**src/rtl/risc8_pkg.sv**
```systemverilog
// rtl/risc8_pkg.sv - shared types and I/O window map for the risc8 memory responder
package risc8_pkg;

  typedef logic [7:0] word_t;

  // I/O window base and register offsets relative to it
  localparam word_t RISC8_IO_BASE   = 8'hF0;
  localparam word_t RISC8_IO_STATUS = 8'h00;
  localparam word_t RISC8_IO_TXCNT  = 8'h01;
  localparam word_t RISC8_IO_RXCNT  = 8'h02;
  localparam word_t RISC8_IO_RXDATA = 8'h0E;
  localparam word_t RISC8_IO_TXDATA = 8'h0F;

  localparam int RISC8_STAT_TX_FULL    = 0;
  localparam int RISC8_STAT_TX_EMPTY   = 1;
  localparam int RISC8_STAT_RX_NONEMPTY = 2;
  localparam int RISC8_STAT_TX_DROP    = 3;
  localparam int RISC8_STAT_RX_DROP    = 4;

endpackage

```
**src/rtl/risc8_fifo.sv**
```systemverilog
// rtl/risc8_fifo.sv - synchronous byte FIFO with combinational head and occupancy count
module risc8_fifo
  import risc8_pkg::*;
#(
  parameter int DEPTH = 4
) (
  input  logic                   clk,
  input  logic                   rst,
  input  logic                   push,
  input  word_t                  push_data,
  input  logic                   pop,
  output word_t                  head,
  output logic                   full,
  output logic                   empty,
  output logic [$clog2(DEPTH):0] count
);

  localparam int AW = $clog2(DEPTH);

  word_t          mem [DEPTH];
  logic [AW-1:0]  wr_ptr;
  logic [AW-1:0]  rd_ptr;
  logic           push_ok;
  logic           pop_ok;

  // Full/empty come from the pre-edge count, so a push to a full FIFO is lost
  // even when a pop happens in the same cycle.
  assign full    = (count == (AW+1)'(DEPTH));
  assign empty   = (count == '0);
  assign head    = mem[rd_ptr];
  assign push_ok = push && !full;
  assign pop_ok  = pop && !empty;

  always_ff @(posedge clk) begin
    if (rst) begin
      wr_ptr <= '0;
      rd_ptr <= '0;
      count  <= '0;
    end else begin
      if (push_ok) begin
        mem[wr_ptr] <= push_data;
        wr_ptr      <= wr_ptr + 1'b1;
      end
      if (pop_ok) begin
        rd_ptr <= rd_ptr + 1'b1;
      end
      case ({push_ok, pop_ok})
        2'b10:   count <= count + 1'b1;
        2'b01:   count <= count - 1'b1;
        default: count <= count;
      endcase
    end
  end

endmodule

```
**src/rtl/risc8_mem_resp.sv**
```systemverilog
// rtl/risc8_mem_resp.sv - risc8 RAM-port responder: data RAM plus TX/RX byte FIFO I/O window
module risc8_mem_resp
  import risc8_pkg::*;
#(
  parameter int    RAM_WORDS = 240,
  parameter word_t IO_BASE   = RISC8_IO_BASE,
  parameter int    TX_DEPTH  = 4,
  parameter int    RX_DEPTH  = 4
) (
  input  logic  clk,
  input  logic  rst,
  input  word_t ram_addr,
  input  logic  ram_wr_en,
  input  logic  ram_rd_en,
  input  word_t ram_wr_data,
  output word_t ram_rd_data,
  output word_t tx_data,
  output logic  tx_valid,
  input  logic  tx_ready,
  input  word_t rx_data,
  input  logic  rx_valid,
  output logic  rx_ready
);

  localparam logic [8:0] RAM_LIM = 9'(RAM_WORDS);

  word_t ram [RAM_WORDS];

  logic  in_ram;
  logic  in_io;
  word_t io_off;
  logic  rd_only;

  word_t                      tx_head;
  logic                       tx_full;
  logic                       tx_empty;
  logic [$clog2(TX_DEPTH):0]  tx_count;
  word_t                      rx_head;
  logic                       rx_full;
  logic                       rx_empty;
  logic [$clog2(RX_DEPTH):0]  rx_count;

  logic  tx_push_req;
  logic  tx_push;
  logic  tx_pop;
  logic  rx_pop_req;
  logic  rx_pop;
  logic  rx_push;
  logic  tx_drop;
  logic  rx_drop;
  logic  tx_drop_set;
  logic  rx_drop_set;
  logic  tx_drop_clr;
  logic  rx_drop_clr;
  word_t status;

  assign in_ram  = ({1'b0, ram_addr} < RAM_LIM);
  assign in_io   = (ram_addr >= IO_BASE);
  assign io_off  = ram_addr - IO_BASE;
  // A simultaneous write wins over the read, so the read side effect is suppressed.
  assign rd_only = ram_rd_en && !ram_wr_en;

  assign tx_push_req = ram_wr_en && in_io && (io_off == RISC8_IO_TXDATA);
  assign tx_push     = tx_push_req && !tx_full;
  assign tx_drop_set = tx_push_req && tx_full;
  assign tx_pop      = tx_valid && tx_ready;

  assign rx_pop_req  = rd_only && in_io && (io_off == RISC8_IO_RXDATA);
  assign rx_pop      = rx_pop_req && !rx_empty;
  assign rx_drop_set = rx_pop_req && rx_empty;
  assign rx_push     = rx_valid && rx_ready;

  assign tx_drop_clr = ram_wr_en && in_io && (io_off == RISC8_IO_STATUS) && ram_wr_data[RISC8_STAT_TX_DROP];
  assign rx_drop_clr = ram_wr_en && in_io && (io_off == RISC8_IO_STATUS) && ram_wr_data[RISC8_STAT_RX_DROP];

  assign tx_valid = !tx_empty;
  assign tx_data  = tx_head;
  assign rx_ready = !rx_full && !rst;

  risc8_fifo #(.DEPTH(TX_DEPTH)) u_tx_fifo (
    .clk       (clk),
    .rst       (rst),
    .push      (tx_push),
    .push_data (ram_wr_data),
    .pop       (tx_pop),
    .head      (tx_head),
    .full      (tx_full),
    .empty     (tx_empty),
    .count     (tx_count)
  );

  risc8_fifo #(.DEPTH(RX_DEPTH)) u_rx_fifo (
    .clk       (clk),
    .rst       (rst),
    .push      (rx_push),
    .push_data (rx_data),
    .pop       (rx_pop),
    .head      (rx_head),
    .full      (rx_full),
    .empty     (rx_empty),
    .count     (rx_count)
  );

  always_comb begin
    status                         = '0;
    status[RISC8_STAT_TX_FULL]     = tx_full;
    status[RISC8_STAT_TX_EMPTY]    = tx_empty;
    status[RISC8_STAT_RX_NONEMPTY] = !rx_empty;
    status[RISC8_STAT_TX_DROP]     = tx_drop;
    status[RISC8_STAT_RX_DROP]     = rx_drop;
  end

  // Asynchronous read: the single-cycle core consumes ram_rd_data in the same cycle.
  always_comb begin
    ram_rd_data = '0;
    if (in_ram) begin
      ram_rd_data = ram[ram_addr];
    end else if (in_io) begin
      case (io_off)
        RISC8_IO_STATUS: ram_rd_data = status;
        RISC8_IO_TXCNT:  ram_rd_data = 8'(tx_count);
        RISC8_IO_RXCNT:  ram_rd_data = 8'(rx_count);
        RISC8_IO_RXDATA: ram_rd_data = rx_empty ? 8'h00 : rx_head;
        default:         ram_rd_data = '0;
      endcase
    end
  end

  always_ff @(posedge clk) begin
    if (!rst && ram_wr_en && in_ram) begin
      ram[ram_addr] <= ram_wr_data;
    end
  end

  // Sticky drop flags: a set in the same cycle as a clear takes priority.
  always_ff @(posedge clk) begin
    if (rst) begin
      tx_drop <= 1'b0;
      rx_drop <= 1'b0;
    end else begin
      if (tx_drop_set)      tx_drop <= 1'b1;
      else if (tx_drop_clr) tx_drop <= 1'b0;
      if (rx_drop_set)      rx_drop <= 1'b1;
      else if (rx_drop_clr) rx_drop <= 1'b0;
    end
  end

endmodule
```
**config.mk**
```make
export PLATFORM = sky130hd
export DESIGN_NAME = risc8_mem_resp
export DESIGN_NICKNAME = d
export VERILOG_FILES = /design/src/rtl/risc8_pkg.sv /design/src/rtl/risc8_fifo.sv /design/src/rtl/risc8_mem_resp.sv
export SDC_FILE = /design/constraint.sdc
export NUM_CORES = 2
export LEC_CHECK = 0
export CAP_MARGIN = 20
export CORE_MARGIN = 2
export CORE_UTILIZATION = 40
export CTS_CLUSTER_DIAMETER = 100
export DETAILED_ROUTE_END_ITERATION = 12
export PLACE_DENSITY = 0.62
export SYNTH_ARGS = -nofsm -noshare
export SYNTH_HDL_FRONTEND = slang
export SYNTH_SLANG_ARGS = --single-unit
```
**constraint.sdc**
```tcl
create_clock -name clk -period 6.4 [get_ports clk]
set_input_delay 1.28 -clock clk [delete_from_list [all_inputs] [get_ports clk]]
set_output_delay 1.28 -clock clk [all_outputs]
set_load 0.005 [all_outputs]
```
==> run metrics <==
# H-tree levels 4; setup slack, reg-to-reg approximately 3.7 ns; Setup WS post-layout -0.01442 ns; IO Count 48; top cells by area, synth edfxtp_1 77%, mux4_2 13%, nor2_1 1.5%, mux2i_1 1.5%, a22oi_1 0.76%; Setup crit end kind primary output; Clock Sinks 2004; GP Congestion about 0.9; Port Buffers between 40 and 50; GR peak layer met2; CP arrival 5.13 ns; Post-Syn Instances around 3700; Int Power between 20 and 25 mW; Reg power frac 0.531; Total Wirelength 207400 um; Synth Net Count between 3000 and 4000; pwr dens between 300 and 400 nW/um^2; area grow syn2layout 14.20%; overall die width 444.8 um; Fin Clk Skew ~0.029 ns; crit-path max FO 34; leakage power total about 27 nW; YS warnings 0; clock group share of total power 0.417; failing checks setup timing; # hold bufs at CTS 0; first-pass GRT wire length a little under 300000 um; Crit Path Class in2out; vias in the first global route around 39000; initial antenna violation count 8; Final Critical Period ~6.4 ns; largest buffer count on any clock path 3; Worst-Margin Slew around 1.2 ns; Switching Fraction 0.2162; Yosys top cell area share 0.7667; Final Hold Viols 0; placeable core area approximately 190000 sq um; met1 usage 0.2991; FFs w/ async S/R, synth 0; layout cell share with drive strength beyond 1 0.2464; fin cells ~6600; commonest non-fill, non-tap cell in the layout edfxtp_1; antenna-violating nets left 0; Detailed Route Iter0 Violations approximately 5700; crit share post-route 1.002; Final Net Count between 3000 and 4000; ys flop type edfxtp_1; clock-pin slew on the worst setup and hold paths 0.06 ns; pre-CTS setup slack between 0.08 and 0.09 ns; Max transition margin 0.1934; Post-synth EDFFs between 1500 and 2000; Die Span Y between 400 and 500 um; Inst Count DP ~6200; TNS Setup -0.01442 ns; most frequent cells in the layout 1984 x edfxtp_1, 458 x mux4_2, 303 x nor2_1; CTS tree built; f_max around 160 MHz; drt first pass iters 8; Remaining Overflow, GRT 0; drt via density a little under 6; Setup Viol. Count Final 1; row count about 160; fin util 0.4604; post-synthesis register bit count about 2000; Max Cap Violations 0; total of fill cells in the finished design approximately 16000; root buffer cell clkbuf_16; worst skew pair latency roughly 0.86 ns; worst min path class reg2reg; dpl hpwl 133500 um; DR vias slightly below 40000; Initial Utilization 0.4031; Cell variety after synth ~70; P_sw around 5.9 mW; Critical Path RT 5.12 ns; GR Util All Layers 0.2084; final slew viol count 0; M2 GR Usage 0.3134; die footprint 197800 sq um; Num CTS Buffers ~200; # DRC 0; VDD IR-drop max between 0.3 and 0.4 mV; DR WL/cell about 31 um; Seq/Total Area, Yosys 0.7718; largest area contributor in the netlist edfxtp_1; met3 global-route usage 0.04318; combinational power share 0.051; largest net degree at the start of global routing ~170; RSZ-0062 raised after global routing no; Startpoint Class input pin; total power ~27 mW; Avg Cell Area, Syn about 21 sq um; Mapped Area between 70000 and 80000 sq um; run status finished, violations left
synth_stat cells, types with 6 or more instances:
master    number
xor2_1         6
a211oi_1       9
buf_4         32
o221ai_1      11
a21oi_1       42
nor4_1        12
nor2_1       306
and3_1         8
a32oi_1        6
o21ai_0        8
and2_1         9
buf_1         16
mux2_2         6
a22o_1        15
nor3_1        14
nand2_1       62
nand2b_1      16
o22ai_1       83
inv_1         12
buf_2         82
o22a_1         9
mux2i_1      114
ha_1          10
clkbuf_1      78
nor2b_1       13
mux4_1        11
a31oi_1       11
edfxtp_1    1984
buf_6         12
mux4_2       458
nand3_1       25
nand4_1       12
or3_1          7
a22oi_1       79
dfxtp_1       20
cell type report:
cell class / instances / area (sq um) / area share
diodes: 4 / 10.01 / 0.0001128
clock buffers: 244 / 5126 / 0.05776
clock inverters: 115 / 1196 / 0.01348
inverters: 13 / 48.80 / 0.0005498
multi-input cells: 1428 / 16550 / 0.1865
flip-flops and latches: 2004 / 59980 / 0.6758
well taps: 2526 / 3161 / 0.03561
repair buffers: 278 / 2678 / 0.03017
logic make-up after synthesis:
| kind of cell | share of synthesized area |
|---|---|
| buffers and inverters | 0.01579 |
| AO/OA/AOI/OAI | 0.02747 |
| multiplexers | 0.1520 |
| flip-flops | 0.7718 |
| XOR/XNOR | 0.001127 |
| AND/OR/NAND/NOR | 0.02966 |
| adder cells (fa/ha/maj) | 0.002125 |
worst paths after layout:
kind | start | end | cells after the start
max | ram_addr[0] | ram_rd_data[6] | 9
min | tx_drop | tx_drop | 2
max reg2reg | u_rx_fifo.count[2] | u_rx_fifo.count[2] | 10
min reg2reg | tx_drop | tx_drop | 2
flip-flops by register name (all words and copies together) (netlist names), named ones only:
name	count
tx_drop	1
u_tx_fifo.count	3
u_tx_fifo.mem	32
ram	1920
u_rx_fifo.wr_ptr	2
u_tx_fifo.rd_ptr	2
u_rx_fifo.rd_ptr	2
u_rx_fifo.count	3
u_tx_fifo.wr_ptr	2
u_rx_fifo.mem	32
rx_drop	1
per-stage QoR:
stage	cell area (sq um)	hold slack [ns]
final	88750	0.4864
after floorplan	77710	0.4365
after global routing	88740	0.5050
after detailed placement	82400	0.4720
after CTS	88730	0.4836
after global placement	82400	0.4816
per-layer routing:
metal	share of wire	vias up
met5	0.00028	-
met2	0.46	2024
li1	-	15870
met4	0.040	8
met1	0.41	21100
met3	0.088	388
critical path: stages:
cell,delay [ns]
buf_8,0.37
or3b_2,0.84
o22ai_1,0.52
nor4_1,0.13
a31oi_1,0.81
buf_4,0.24
o22a_1,0.15
nand3_1,0.18
clkdlybuf4s50_1,0.51
power groups by stage:
stage	registers [mW]	logic, mW	clock network (mW)
3_3_place_gp	14.7	1.38	0
2_1_floorplan	14.7	0.663	0
3_5_place_dp	14.7	1.39	0
4_1_cts	14.4	1.39	11.5
5_1_grt	14.4	1.45	12.0
6_report	14.4	1.40	11.3
repair_timing:
action | CTS | global route
resized for setup | 0 | 1
endpoints found under the setup margin | 0 | 1
setup buffers | 0 | 0
Power figures use the tool's default switching activity.
